--- src/rtl/rv_pkg.sv ---
`default_nettype none
// ============================================================================
//  Module   : rv_pkg
//  Purpose  : Shared RISC-V decode constants for the ID stage: major opcodes,
//             funct3/funct7 encodings, ALU operation codes and the control
//             bundle carried from decode into the ID/EX register.
//  Revision : 1.0 - initial release
// ============================================================================
package rv_pkg;

    // Major opcodes handled by the decoder
    localparam logic [6:0] c_OPC_RTYPE  = 7'b0110011;
    localparam logic [6:0] c_OPC_LOAD   = 7'b0000011;
    localparam logic [6:0] c_OPC_OPIMM  = 7'b0010011;
    localparam logic [6:0] c_OPC_BRANCH = 7'b1100011;
    localparam logic [6:0] c_OPC_STORE  = 7'b0100011;

    // funct7 variants of the R-type / shift-immediate group
    localparam logic [6:0] c_F7_BASE = 7'b0000000;
    localparam logic [6:0] c_F7_ALT  = 7'b0100000;

    // Arithmetic / logic funct3
    localparam logic [2:0] c_F3_ADD  = 3'b000;
    localparam logic [2:0] c_F3_SLL  = 3'b001;
    localparam logic [2:0] c_F3_SLT  = 3'b010;
    localparam logic [2:0] c_F3_SLTU = 3'b011;
    localparam logic [2:0] c_F3_XOR  = 3'b100;
    localparam logic [2:0] c_F3_SR   = 3'b101;
    localparam logic [2:0] c_F3_OR   = 3'b110;
    localparam logic [2:0] c_F3_AND  = 3'b111;

    // Branch funct3
    localparam logic [2:0] c_F3_BEQ  = 3'b000;
    localparam logic [2:0] c_F3_BNE  = 3'b001;
    localparam logic [2:0] c_F3_BLT  = 3'b100;
    localparam logic [2:0] c_F3_BGE  = 3'b101;
    localparam logic [2:0] c_F3_BLTU = 3'b110;
    localparam logic [2:0] c_F3_BGEU = 3'b111;

    // Load/store access-width funct3
    localparam logic [2:0] c_F3_MEM_B  = 3'b000;
    localparam logic [2:0] c_F3_MEM_H  = 3'b001;
    localparam logic [2:0] c_F3_MEM_W  = 3'b010;
    localparam logic [2:0] c_F3_MEM_D  = 3'b011;
    localparam logic [2:0] c_F3_MEM_BU = 3'b100;
    localparam logic [2:0] c_F3_MEM_HU = 3'b101;
    localparam logic [2:0] c_F3_MEM_WU = 3'b110;

    typedef enum logic [3:0] {
        c_ALU_AND  = 4'b0000,
        c_ALU_OR   = 4'b0001,
        c_ALU_ADD  = 4'b0010,
        c_ALU_SLL  = 4'b0011,
        c_ALU_SRL  = 4'b0100,
        c_ALU_SRA  = 4'b0101,
        c_ALU_SUB  = 4'b0110,
        c_ALU_BGEU = 4'b0111,
        c_ALU_XOR  = 4'b1001,
        c_ALU_BEQ  = 4'b1010,
        c_ALU_BNE  = 4'b1011,
        c_ALU_BLT  = 4'b1100,
        c_ALU_BGE  = 4'b1101,
        c_ALU_BLTU = 4'b1110
    } alu_op_e;

    typedef struct packed {
        alu_op_e alu_op;
        logic    alu_src;
        logic    branch;
        logic    mem_read;
        logic    mem_write;
        logic    mem_to_reg;
        logic    reg_write;
        logic    illegal;
    } ctrl_t;

    // All-zero control word: used for bubbles and as the decoder default
    localparam ctrl_t c_CTRL_NOP = '{alu_op: c_ALU_AND, default: 1'b0};

endpackage
`default_nettype wire

--- src/rtl/rv_decoder.sv ---
`default_nettype none
// ============================================================================
//  Module   : rv_decoder
//  Purpose  : Purely combinational instruction decoder.
//  Ports    : i_instr     - 32-bit instruction word
//             o_ctrl      - control bundle (alu_op, alu_src, branch, mem_*,
//                           reg_write, illegal)
//             o_imm       - sign-extended immediate, XLEN wide
//             o_rs1/o_rs2/o_rd/o_funct3 - raw register and funct3 fields
//             o_rs1_used/o_rs2_used     - source operand actually read
//  Revision : 1.0 - initial release
// ============================================================================
module rv_decoder
    import rv_pkg::*;
#(
    parameter int XLEN = 64
) (
    input  logic [31:0]     i_instr,
    output ctrl_t           o_ctrl,
    output logic [XLEN-1:0] o_imm,
    output logic [4:0]      o_rs1,
    output logic [4:0]      o_rs2,
    output logic [4:0]      o_rd,
    output logic [2:0]      o_funct3,
    output logic            o_rs1_used,
    output logic            o_rs2_used
);

    localparam bit c_RV64 = (XLEN == 64);

    logic [6:0]      w_opcode;
    logic [6:0]      w_funct7;
    logic [XLEN-1:0] w_imm_i;
    logic [XLEN-1:0] w_imm_s;
    logic [XLEN-1:0] w_imm_b;
    logic            w_slli_ok;
    logic            w_sri_ok;
    logic            w_legal;

    assign w_opcode = i_instr[6:0];
    assign w_funct7 = i_instr[31:25];
    assign o_rd     = i_instr[11:7];
    assign o_funct3 = i_instr[14:12];
    assign o_rs1    = i_instr[19:15];
    assign o_rs2    = i_instr[24:20];

    assign w_imm_i = {{(XLEN-12){i_instr[31]}}, i_instr[31:20]};
    assign w_imm_s = {{(XLEN-12){i_instr[31]}}, i_instr[31:25], i_instr[11:7]};
    assign w_imm_b = {{(XLEN-12){i_instr[31]}}, i_instr[7], i_instr[30:25],
                      i_instr[11:8], 1'b0};

    // RV64 shift amounts are 6 bits wide, so bit 25 belongs to shamt there;
    // on RV32 it must be zero.
    assign w_slli_ok = c_RV64 ? (i_instr[31:26] == 6'b000000)
                              : (w_funct7 == c_F7_BASE);
    assign w_sri_ok  = c_RV64 ? (i_instr[31:26] == 6'b000000 || i_instr[31:26] == 6'b010000)
                              : (w_funct7 == c_F7_BASE || w_funct7 == c_F7_ALT);

    always_comb begin
        o_ctrl     = c_CTRL_NOP;
        o_imm      = '0;
        o_rs1_used = 1'b0;
        o_rs2_used = 1'b0;
        w_legal    = 1'b1;

        case (w_opcode)
            c_OPC_RTYPE: begin
                o_ctrl.reg_write = 1'b1;
                o_rs1_used       = 1'b1;
                o_rs2_used       = 1'b1;
                if (w_funct7 == c_F7_BASE) begin
                    case (o_funct3)
                        c_F3_ADD: o_ctrl.alu_op = c_ALU_ADD;
                        c_F3_SLL: o_ctrl.alu_op = c_ALU_SLL;
                        c_F3_XOR: o_ctrl.alu_op = c_ALU_XOR;
                        c_F3_SR:  o_ctrl.alu_op = c_ALU_SRL;
                        c_F3_OR:  o_ctrl.alu_op = c_ALU_OR;
                        c_F3_AND: o_ctrl.alu_op = c_ALU_AND;
                        default:  w_legal = 1'b0;   // SLT/SLTU not supported
                    endcase
                end else if (w_funct7 == c_F7_ALT) begin
                    case (o_funct3)
                        c_F3_ADD: o_ctrl.alu_op = c_ALU_SUB;
                        c_F3_SR:  o_ctrl.alu_op = c_ALU_SRA;
                        default:  w_legal = 1'b0;
                    endcase
                end else begin
                    w_legal = 1'b0;
                end
            end

            c_OPC_OPIMM: begin
                o_ctrl.reg_write = 1'b1;
                o_ctrl.alu_src   = 1'b1;
                o_rs1_used       = 1'b1;
                o_imm            = w_imm_i;
                case (o_funct3)
                    c_F3_ADD: o_ctrl.alu_op = c_ALU_ADD;
                    c_F3_XOR: o_ctrl.alu_op = c_ALU_XOR;
                    c_F3_OR:  o_ctrl.alu_op = c_ALU_OR;
                    c_F3_AND: o_ctrl.alu_op = c_ALU_AND;
                    c_F3_SLL: begin
                        o_ctrl.alu_op = c_ALU_SLL;
                        w_legal       = w_slli_ok;
                    end
                    c_F3_SR: begin
                        o_ctrl.alu_op = i_instr[30] ? c_ALU_SRA : c_ALU_SRL;
                        w_legal       = w_sri_ok;
                    end
                    default: w_legal = 1'b0;        // SLTI/SLTIU not supported
                endcase
            end

            c_OPC_LOAD: begin
                o_ctrl.alu_op     = c_ALU_ADD;
                o_ctrl.alu_src    = 1'b1;
                o_ctrl.mem_read   = 1'b1;
                o_ctrl.mem_to_reg = 1'b1;
                o_ctrl.reg_write  = 1'b1;
                o_rs1_used        = 1'b1;
                o_imm             = w_imm_i;
                case (o_funct3)
                    c_F3_MEM_B, c_F3_MEM_H, c_F3_MEM_W,
                    c_F3_MEM_BU, c_F3_MEM_HU: w_legal = 1'b1;
                    c_F3_MEM_D, c_F3_MEM_WU:  w_legal = c_RV64;
                    default:                  w_legal = 1'b0;
                endcase
            end

            c_OPC_STORE: begin
                o_ctrl.alu_op    = c_ALU_ADD;
                o_ctrl.alu_src   = 1'b1;
                o_ctrl.mem_write = 1'b1;
                o_rs1_used       = 1'b1;
                o_rs2_used       = 1'b1;
                o_imm            = w_imm_s;
                case (o_funct3)
                    c_F3_MEM_B, c_F3_MEM_H, c_F3_MEM_W: w_legal = 1'b1;
                    c_F3_MEM_D:                         w_legal = c_RV64;
                    default:                            w_legal = 1'b0;
                endcase
            end

            c_OPC_BRANCH: begin
                o_ctrl.branch = 1'b1;
                o_rs1_used    = 1'b1;
                o_rs2_used    = 1'b1;
                o_imm         = w_imm_b;
                case (o_funct3)
                    c_F3_BEQ:  o_ctrl.alu_op = c_ALU_BEQ;
                    c_F3_BNE:  o_ctrl.alu_op = c_ALU_BNE;
                    c_F3_BLT:  o_ctrl.alu_op = c_ALU_BLT;
                    c_F3_BGE:  o_ctrl.alu_op = c_ALU_BGE;
                    c_F3_BLTU: o_ctrl.alu_op = c_ALU_BLTU;
                    c_F3_BGEU: o_ctrl.alu_op = c_ALU_BGEU;
                    default:   w_legal = 1'b0;
                endcase
            end

            default: w_legal = 1'b0;
        endcase

        // Illegal encodings carry only the illegal flag; clearing the
        // rs-used flags keeps them from creating false load-use stalls.
        if (!w_legal) begin
            o_ctrl         = c_CTRL_NOP;
            o_ctrl.illegal = 1'b1;
            o_imm          = '0;
            o_rs1_used     = 1'b0;
            o_rs2_used     = 1'b0;
        end else if (o_rd == 5'd0) begin
            o_ctrl.reg_write = 1'b0;
        end
    end

endmodule
`default_nettype wire

--- src/rtl/id_stage.sv ---
`default_nettype none
// ============================================================================
//  Module   : id_stage
//  Purpose  : Instruction-decode pipeline stage with load-use hazard
//             detection and the ID/EX pipeline register.
//  Ports    : clk, rst                 - clock, synchronous active-high reset
//             if_id_valid/instr/pc     - instruction held in IF/ID
//             rs1_data, rs2_data       - register-file read data
//             flush, ex_stall          - taken branch in EX / EX-MEM busy
//             pc_write, if_id_write    - fetch and IF/ID enables (comb.)
//             stall_count              - saturating load-use stall counter
//             id_ex_*                  - registered ID/EX contents
//  Revision : 1.0 - initial release
// ============================================================================
module id_stage
    import rv_pkg::*;
#(
    parameter int XLEN  = 64,
    parameter int CNT_W = 32
) (
    input  logic             clk,
    input  logic             rst,
    input  logic             if_id_valid,
    input  logic [31:0]      if_id_instr,
    input  logic [XLEN-1:0]  if_id_pc,
    input  logic [XLEN-1:0]  rs1_data,
    input  logic [XLEN-1:0]  rs2_data,
    input  logic             flush,
    input  logic             ex_stall,
    output logic             pc_write,
    output logic             if_id_write,
    output logic [CNT_W-1:0] stall_count,
    output logic             id_ex_valid,
    output logic [XLEN-1:0]  id_ex_pc,
    output logic [XLEN-1:0]  id_ex_rs1_data,
    output logic [XLEN-1:0]  id_ex_rs2_data,
    output logic [XLEN-1:0]  id_ex_imm,
    output logic [4:0]       id_ex_rs1,
    output logic [4:0]       id_ex_rs2,
    output logic [4:0]       id_ex_rd,
    output logic [2:0]       id_ex_funct3,
    output logic [3:0]       id_ex_alu_op,
    output logic             id_ex_alu_src,
    output logic             id_ex_branch,
    output logic             id_ex_mem_read,
    output logic             id_ex_mem_write,
    output logic             id_ex_mem_to_reg,
    output logic             id_ex_reg_write,
    output logic             id_ex_illegal
);

    localparam logic [CNT_W-1:0] c_CNT_MAX = {CNT_W{1'b1}};
    localparam logic [CNT_W-1:0] c_CNT_ONE = {{(CNT_W-1){1'b0}}, 1'b1};

    ctrl_t           w_ctrl;
    logic [XLEN-1:0] w_imm;
    logic [4:0]      w_rs1;
    logic [4:0]      w_rs2;
    logic [4:0]      w_rd;
    logic [2:0]      w_funct3;
    logic            w_rs1_used;
    logic            w_rs2_used;
    logic            w_load_use;
    logic            w_hold_front;
    logic            w_load_en;
    logic            w_take;

    ctrl_t            r_ctrl;
    logic             r_valid;
    logic [XLEN-1:0]  r_pc;
    logic [XLEN-1:0]  r_rs1_data;
    logic [XLEN-1:0]  r_rs2_data;
    logic [XLEN-1:0]  r_imm;
    logic [4:0]       r_rs1;
    logic [4:0]       r_rs2;
    logic [4:0]       r_rd;
    logic [2:0]       r_funct3;
    logic [CNT_W-1:0] r_stall_count;

    rv_decoder #(
        .XLEN (XLEN)
    ) u_decoder (
        .i_instr    (if_id_instr),
        .o_ctrl     (w_ctrl),
        .o_imm      (w_imm),
        .o_rs1      (w_rs1),
        .o_rs2      (w_rs2),
        .o_rd       (w_rd),
        .o_funct3   (w_funct3),
        .o_rs1_used (w_rs1_used),
        .o_rs2_used (w_rs2_used)
    );

    assign w_load_use = if_id_valid && r_valid && r_ctrl.mem_read && (r_rd != 5'd0) &&
                        ((w_rs1_used && (w_rs1 == r_rd)) || (w_rs2_used && (w_rs2 == r_rd)));

    // Front end freezes only for a pipeline stall or a load-use bubble; reset
    // and flush both keep fetch running.
    assign w_hold_front = !rst && !flush && (ex_stall || w_load_use);
    assign pc_write     = !w_hold_front;
    assign if_id_write  = !w_hold_front;

    // ID/EX updates unless EX is stalled (a flush overrides the stall).
    // Everything other than a clean, valid, hazard-free instruction is a bubble.
    assign w_load_en = flush || !ex_stall;
    assign w_take    = !flush && !w_load_use && if_id_valid;

    always_ff @(posedge clk) begin
        if (rst) begin
            r_valid       <= 1'b0;
            r_ctrl        <= c_CTRL_NOP;
            r_pc          <= '0;
            r_rs1_data    <= '0;
            r_rs2_data    <= '0;
            r_imm         <= '0;
            r_rs1         <= '0;
            r_rs2         <= '0;
            r_rd          <= '0;
            r_funct3      <= '0;
            r_stall_count <= '0;
        end else begin
            if (w_load_en) begin
                r_valid    <= w_take;
                r_ctrl     <= w_take ? w_ctrl   : c_CTRL_NOP;
                r_pc       <= w_take ? if_id_pc : '0;
                r_rs1_data <= w_take ? rs1_data : '0;
                r_rs2_data <= w_take ? rs2_data : '0;
                r_imm      <= w_take ? w_imm    : '0;
                r_rs1      <= w_take ? w_rs1    : 5'd0;
                r_rs2      <= w_take ? w_rs2    : 5'd0;
                r_rd       <= w_take ? w_rd     : 5'd0;
                r_funct3   <= w_take ? w_funct3 : 3'd0;
            end
            if (!flush && !ex_stall && w_load_use && (r_stall_count != c_CNT_MAX)) begin
                r_stall_count <= r_stall_count + c_CNT_ONE;
            end
        end
    end

    assign stall_count      = r_stall_count;
    assign id_ex_valid      = r_valid;
    assign id_ex_pc         = r_pc;
    assign id_ex_rs1_data   = r_rs1_data;
    assign id_ex_rs2_data   = r_rs2_data;
    assign id_ex_imm        = r_imm;
    assign id_ex_rs1        = r_rs1;
    assign id_ex_rs2        = r_rs2;
    assign id_ex_rd         = r_rd;
    assign id_ex_funct3     = r_funct3;
    assign id_ex_alu_op     = r_ctrl.alu_op;
    assign id_ex_alu_src    = r_ctrl.alu_src;
    assign id_ex_branch     = r_ctrl.branch;
    assign id_ex_mem_read   = r_ctrl.mem_read;
    assign id_ex_mem_write  = r_ctrl.mem_write;
    assign id_ex_mem_to_reg = r_ctrl.mem_to_reg;
    assign id_ex_reg_write  = r_ctrl.reg_write;
    assign id_ex_illegal    = r_ctrl.illegal;

endmodule
`default_nettype wire

--- config.mk ---
export PLATFORM = sky130hd
export DESIGN_NAME = id_stage
export DESIGN_NICKNAME = d
export VERILOG_FILES = /design/src/rtl/rv_pkg.sv /design/src/rtl/rv_decoder.sv /design/src/rtl/id_stage.sv
export SDC_FILE = /design/constraint.sdc
export NUM_CORES = 1
export LEC_CHECK = 0
export CELL_PAD_IN_SITES_DETAIL_PLACEMENT = 1
export CELL_PAD_IN_SITES_GLOBAL_PLACEMENT = 1
export CORE_AREA = 2 2 212 214
export CTS_CLUSTER_SIZE = 25
export DETAILED_ROUTE_END_ITERATION = 8
export DIE_AREA = 0 0 214 216
export PLACE_DENSITY = 0.77
export SETUP_SLACK_MARGIN = 0.05
export SLEW_MARGIN = 20
export SYNTH_ARGS = -nofsm -noshare
export SYNTH_HDL_FRONTEND = slang
export SYNTH_SLANG_ARGS = --single-unit
--- constraint.sdc ---
create_clock -name clk -period 2.7 [get_ports clk]
set_input_delay 0.405 -clock clk [delete_from_list [all_inputs] [get_ports clk]]
set_output_delay 0.405 -clock clk [all_outputs]
set_load 0.01 [all_outputs]
==> impl_metrics.yaml, run 1 <==
synthesis:
  post_synth_main_area_contributors: "sky130_fd_sc_hd__dfxtp_1, sky130_fd_sc_hd__a22oi_1, sky130_fd_sc_hd__nor2_1"
  synth.cell_area_mm2: 0.0103
  count_of_flip_flops_with_a_built_in_enable_after_synthesis: 0
  syn_inst: 1124
  synth_sequential_area_ratio_pct: 51.8
  avgSynthCellArea_um2: 9.14
  ys_warn_count: 0
  synthDominantCellAreaShare_pct: 51.8
  mappedNetlistNets: 1354
  dominant_cell_type_by_area_after_synthesis: "sky130_fd_sc_hd__dfxtp_1"
  yosys_most_used_dff: "sky130_fd_sc_hd__dfxtp_1"
  yosysUniqueCellTypes: 52
  ys_seq_elements: 266
  ys_async_sr_fraction_pct: 0
floorplan:
  dieArea_mm2: 0.0462
  start_util_pct: 23.4
  placeableCoreArea_mm2: 0.0438
  die-width_um: 214
  ios: 549
  placementRows: 77
  dieHeight_um: 216
power:
  cell_internal_pwr_mw: 7.46
  pwr_density_cell_mw_per_mm2: 534
  power.share.switching_pct: 23.4
  peakVddDrop_v: 0.000486
  pwr-share-comb_pct: 10.6
  total_leakage_power_nw: 6.47
  pwr-share-clk_pct: 48.1
  power.share.sequential_pct: 41.4
  switchingPower_mw: 2.28
worst_setup_path:
  cpMaxStageDelayCell: "sky130_fd_sc_hd__clkdlybuf4s50_1"
  cp-end-kind: "primary output"
  timing.critical_path.from_type: "input port"
  largest_stage_delay_worst_path_ns: 0.50
  crit_path_cell_trace: "clkdlybuf4s50_1 > nor2b_1 > nand4_1 > a2111o_1 > o21ai_4 > a21oi_2 > or3_1 > buf_2"
  worstSetupPathType: "input port to primary output"
  crit_required_ns: 2.30
  timing.critical_path.arrival_ns: 2.52
  crit_fanout: 3
sta:
  finalHoldViolCount: 0
  finalSetupTns_ns: -0.447
  worst_slew_margin_rel_pct: 50.8
  worst_slew_pin_slew_ns: 0.738
  setup_repair_after_global_routing_missed_its_margin: "yes"
  finalCritPeriodShare_pct: 108
  clock.fmax_ghz: 0.342
  fin_skew_ns: 0.0198
  setup_viol_count_final: 2
  maxSlewViolCount: 0
  setup_slack_ns: -0.224
  final.min_clock_period_ns: 2.92
status:
  status: "complete, but fails checks"
  failing_checks: "negative setup slack"
worst_hold_path:
  timing.hold.worst.class: "input port to flop"
finish:
  final_nets: 1904
  layout_common_cells: "sky130_fd_sc_hd__clkdlybuf4s50_1, sky130_fd_sc_hd__dfxtp_1, sky130_fd_sc_hd__nor2_1"
  most_common_library_cell_in_the_layout_ignoring_fill_and_taps: "sky130_fd_sc_hd__clkdlybuf4s50_1"
  final_core_utilization_pct: 41.6
  area_growth_synth_to_finish_pct: 77.6
  share_of_cells_above_drive_strength_1_pct: 11.7
  post_layout_nonfiller_instances: 2293
  fillers: 4916
place:
  placement.io_buffers: 548
  placed_cells: 2205
  gp_congestion: 0.851
  hpwl_um: 32400
cts:
  cts-htree-levels: 2
  clock-sinks: 266
  cts_tree: "built"
  cts_root_buf: "sky130_fd_sc_hd__clkbuf_16"
  hold_buffers: 0
  clkSlewWorstSetupHoldPaths_ns: 0.06
  worst_skew_pair.late_latency_ns: 0.53
  cts-root-to-sink-buffers: 3
  cts_buffers: 34
route:
  detail-route-antenna-nets: 0
  detail_route.drc_violations: 0
  route.vias.total: 10900
  drt-wirelength-per-cell_um: 20.4
  count_of_tritonroute_iterations_in_the_first_routing_pass: 4
  dr.first_iter.drc_count: 681
  drt-vias-per-instance: 4.76
  finalWirelength_um: 46800
run:
  maxCapViolCount: 0
global_routing:
  overflow: 0
  grt_first_pass_wirelength_um: 68700
  number_of_global_route_vias_before_repair: 11500
  grt_max_degree: 137
  antenna_found_initial: 3
  grtUsageTotal_pct: 18.8
## stage by stage
stage	hold slack [ns]	worst slack, ns	power (mW)	instance area (um^2)
finish	0.264	-0.224	9.74	18200
global route	0.269	-0.275	10.1	18200
CTS	0.251	-0.251	9.84	17900
detailed placement	0.454	-0.720	5.08	16500
global placement	0.448	-0.650	5.07	16500
floorplan	0.481	0.0931	4.41	10300
## flip-flops by register name (all words and copies together), names as in the netlist, 3 cells and up
signal,count
id_ex_pc,64
id_ex_rs1_data,64
id_ex_rs2_data,64
stall_count,32
id_ex_imm,13
id_ex_rd,5
id_ex_rs1,5
id_ex_rs2,5
id_ex_alu_op,4
id_ex_funct3,3
## critical path: cells and delay by family
family                 cells  cell delay, ns
AND/OR/NAND/NOR            3            0.79
buffers and inverters      2            0.66
AO/OA/AOI/OAI              3            0.65
## worst paths after layout
kind | from | endpoint | slack, ns | cells past startpoint
max | if_id_instr[30] | if_id_write | -0.22 | 8
min | if_id_instr[29] | id_ex_imm[9] | 0.26 | 2
max reg2reg | id_ex_rd[0] | id_ex_rs1_data[30] | 0.07 | 12
min reg2reg | id_ex_alu_src | id_ex_alu_src | 0.46 | 2
## layer usage
| metal | track usage, % | routed length, um | vias to the layer above |
|---|---|---|---|
| li1 | - | - | 5089 |
| met1 | 21.2 | 18800 | 5434 |
| met2 | 34.7 | 24300 | 332 |
| met3 | 5.16 | 2740 | 56 |
| met4 | 4.90 | 915 | 2 |
| met5 | 0 | 13 | - |
## cell type report
class	instances	area (um^2)	area share [%]
antenna	2	5.00	0.0274
clock buffer	53	1060	5.79
clock inverter	8	96.3	0.528
inverter	11	41.3	0.226
multi-input combinational	703	4230	23.2
sequential	266	5340	29.3
tap	592	741	4.06
timing repair buffer	658	6740	36.9
## cells in the mapped netlist (all sizes together) (8+ instances only)
cell type and count:
a21oi 47, a22o 8, a22oi 221, buf 86
clkbuf 59, dfxtp 266, inv 11, nand2 21
nand3 22, nand4 13, nor2 243, nor3 9
o21ai 21, o31ai 11, or3 20, or4 13
xor2 9
## kinds of logic (layout without fill, tap and decap cells)
group / Yosys count / count (layout) / share of synthesized area (%)
AOI/OAI and AO/OA: 323 / 323 / 22.4
muxes: 4 / 4 / 0.414
buffers and inverters: 156 / 730 / 8.12
and+or+nand+nor: 361 / 362 / 16.0
adders and majority gates: 1 / 1 / 0.122
other: 0 / 2 / 0
DFF: 266 / 266 / 51.8
xor gates and xnor gates: 13 / 13 / 1.11
## power groups by stage
stage	logic (mW)	clock network [mW]	registers (mW)
floorplan	0.274	0	4.14
global placement	0.954	0	4.11
detailed placement	0.971	0	4.11
CTS	1.00	4.81	4.03
global route	1.10	4.96	4.03
finish	1.03	4.68	4.03
## what timing repair did
| action | CTS | global route |
|---|---|---|
| pin swaps | 14 | 8 |
| endpoints found under the setup margin | 27 | 129 |
| setup buffers | 6 | 9 |
| cloned | 3 | 7 |
| resized for setup | 44 | 15 |
No activity file was read; power rests on OpenSTA's default activity.
==> inputs of run 2 (changes only) <==
==> constraint.sdc (replaced) <==
create_clock -name clk -period 2.52 [get_ports clk]
set_input_delay 0.378 -clock clk [delete_from_list [all_inputs] [get_ports clk]]
set_output_delay 0.378 -clock clk [all_outputs]
set_load 0.01 [all_outputs]
==> run 2 against run 1 <==
Compared with the run above: the run still ends with negative setup slack left; sequential share of layout area shrank 0.28 points; non-clock buffer count rose by 13; wire length grew 1.4%; critical path depth is 5 higher; combinational power rose by 9%; hold slack worse by 0.17 ns; via count is 1.0% higher; global-route usage grew 0.23 points; critical path type is now input port to flop; largest power group unchanged.
==> impl_metrics.yaml, run 2 (same netlist as run 1, synthesis figures left out) <==
cts:
  worst_skew_pair.late_latency_ns: 0.58
  cts_buffers: 31
  clock-sinks: 266
  cts-htree-levels: 1
  cts_root_buf: "sky130_fd_sc_hd__clkbuf_16"
  cts_tree: "built"
  cts-root-to-sink-buffers: 3
  clkSlewWorstSetupHoldPaths_ns: 0.06
place:
  hpwl_um: 32800
  placement.io_buffers: 548
  gp_congestion: 0.856
  placed_cells: 2216
  place_area_mm2: 0.0166
power:
  cell_internal_pwr_mw: 7.61
  fin_total_pwr_mw: 10.0
  pwr-share-comb_pct: 11.2
  pwr_density_cell_mw_per_mm2: 546
  power.share.sequential_pct: 43.0
  switchingPower_mw: 2.43
  power.share.switching_pct: 24.2
  total_leakage_power_nw: 6.57
  pwr-share-clk_pct: 45.9
  peakVddDrop_v: 0.000473
sta:
  setup_viol_count_final: 250
  finalCritPeriodShare_pct: 114
  finalSetupTns_ns: -37.61
  finalHoldViolCount: 0
  clock.fmax_ghz: 0.350
  worst_slew_margin_rel_pct: 33.8
  final.min_clock_period_ns: 2.86
  setup_repair_after_global_routing_missed_its_margin: "yes"
  fin_hold_ws_ns: 0.0936
  worst_slew_pin_slew_ns: 0.992
  fin_skew_ns: 0.0337
  setup_slack_ns: -0.341
  maxSlewViolCount: 0
worst_setup_path:
  cp-end-kind: "flop"
  worstSetupPathType: "input port to flop"
  worst-r2r-setup-slack_ns: -0.32
  timing.critical_path.arrival_ns: 3.36
  crit_required_ns: 3.02
  crit_fanout: 7
  timing.critical_path.from_type: "input port"
floorplan:
  dieHeight_um: 216
  die-width_um: 214
  dieArea_mm2: 0.0462
  placementRows: 77
  placeableCoreArea_mm2: 0.0438
  start_util_pct: 23.4
  ios: 549
route:
  count_of_tritonroute_iterations_in_the_first_routing_pass: 5
  drt-wirelength-per-cell_um: 20.6
  finalWirelength_um: 47500
  detail_route.drc_violations: 0
  dr.first_iter.drc_count: 528
  drt-vias-per-instance: 4.79
  detail-route-antenna-nets: 0
  route.vias.total: 11000
status:
  status: "complete, but fails checks"
  failing_checks: "negative setup slack"
global_routing:
  overflow: 0
  number_of_global_route_vias_before_repair: 11800
  grt_max_degree: 102
  grtUsageTotal_pct: 19.0
  antenna_found_initial: 3
  grt_first_pass_wirelength_um: 69900
finish:
  fillers: 4866
  share_of_cells_above_drive_strength_1_pct: 13.8
  area_growth_synth_to_finish_pct: 79.0
  post_layout_nonfiller_instances: 2303
  layout_common_cells: "sky130_fd_sc_hd__clkdlybuf4s50_1, sky130_fd_sc_hd__dfxtp_1, sky130_fd_sc_hd__nor2_1"
  final_design_area_no_fill_mm2: 0.0184
  most_common_library_cell_in_the_layout_ignoring_fill_and_taps: "sky130_fd_sc_hd__clkdlybuf4s50_1"
  area_of_all_sequential_standard_cells_mm2: 0.00533
  final_nets: 1914
  multi_input_area_mm2: 0.00437
run:
  maxCapViolCount: 0
worst_hold_path:
  timing.hold.worst.class: "input port to flop"
run 2: changes by cell type in the layout (fill, tap and decap cells not counted), moves of 9 or more:
cell and change:
sky130_fd_sc_hd__clkbuf_16 -9, sky130_fd_sc_hd__dlygate4sd2_1 -12, sky130_fd_sc_hd__buf_6 +11, sky130_fd_sc_hd__a21oi_1 -13
sky130_fd_sc_hd__a21oi_2 +13
run 2: what timing repair did:
| action | CTS | global route |
|---|---|---|
| resized for setup | 26 | 66 |
| endpoints found under the setup margin | 250 | 255 |
| hold buffers | 0 | 0 |
| pin swaps | 6 | 26 |
| setup buffers | 7 | 9 |
| cloned | 6 | 4 |
run 2: stage by stage:
stage | utilization (%) | setup slack (ns)
after CTS | 40.9 | -0.475
after detailed placement | 37.9 | -0.796
after floorplan | - | 0.0404
after global placement | 37.9 | -0.802
after global routing | 42.0 | -0.401
final | 42.0 | -0.341
run 2: area by class of cell:
| type | instances | share of cell area [%] |
|---|---|---|
| clock inverter | 15 | 0.891 |
| antenna | 2 | 0.0272 |
| tap | 592 | 4.03 |
| multi-input combinational | 703 | 23.7 |
| inverter | 11 | 0.224 |
| clock buffer | 43 | 4.68 |
| timing repair buffer | 671 | 37.4 |
| sequential | 266 | 29.0 |
run 2: worst paths after layout:
| path | start | to | cells after the start |
|---|---|---|---|
| hold reg to reg | id_ex_alu_op[0] | id_ex_alu_op[0] | 2 |
| setup / recovery | if_id_instr[17] | stall_count[22] | 13 |
| hold / removal | rst | id_ex_alu_src | 2 |
| setup reg to reg | id_ex_rd[1] | stall_count[22] | 10 |
run 2: power groups by stage:
stage	sequential, mW	combinational (mW)	clock (mW)
final	4.32	1.12	4.61
after global routing	4.32	1.20	4.89
after CTS	4.32	1.10	4.74
after detailed placement	4.41	1.04	0
after global placement	4.40	1.03	0
after floorplan	4.44	0.295	0
run 2: metal layers:
metal | vias to the layer above | GRT usage, % | routed length, um
li1 | 5112 | - | -
met1 | 5447 | 21.9 | 19100
met2 | 385 | 34.4 | 23900
met3 | 79 | 5.10 | 3260
met4 | 2 | 5.66 | 1260
met5 | - | 0 | 13
run 2: worst max-delay path, cell delays in order:
cell                              delay, ns
sky130_fd_sc_hd__clkdlybuf4s50_1       0.49
sky130_fd_sc_hd__buf_6                 0.16
sky130_fd_sc_hd__xnor2_4               0.12
sky130_fd_sc_hd__o2111ai_2             0.14
sky130_fd_sc_hd__or4_4                 0.45
sky130_fd_sc_hd__a21oi_4               0.18
sky130_fd_sc_hd__buf_4                 0.14
sky130_fd_sc_hd__buf_8                 0.11
sky130_fd_sc_hd__buf_4                 0.14
sky130_fd_sc_hd__nand4_1               0.21
sky130_fd_sc_hd__buf_6                 0.22
sky130_fd_sc_hd__or4_1                 0.47
sky130_fd_sc_hd__a21oi_1               0.15
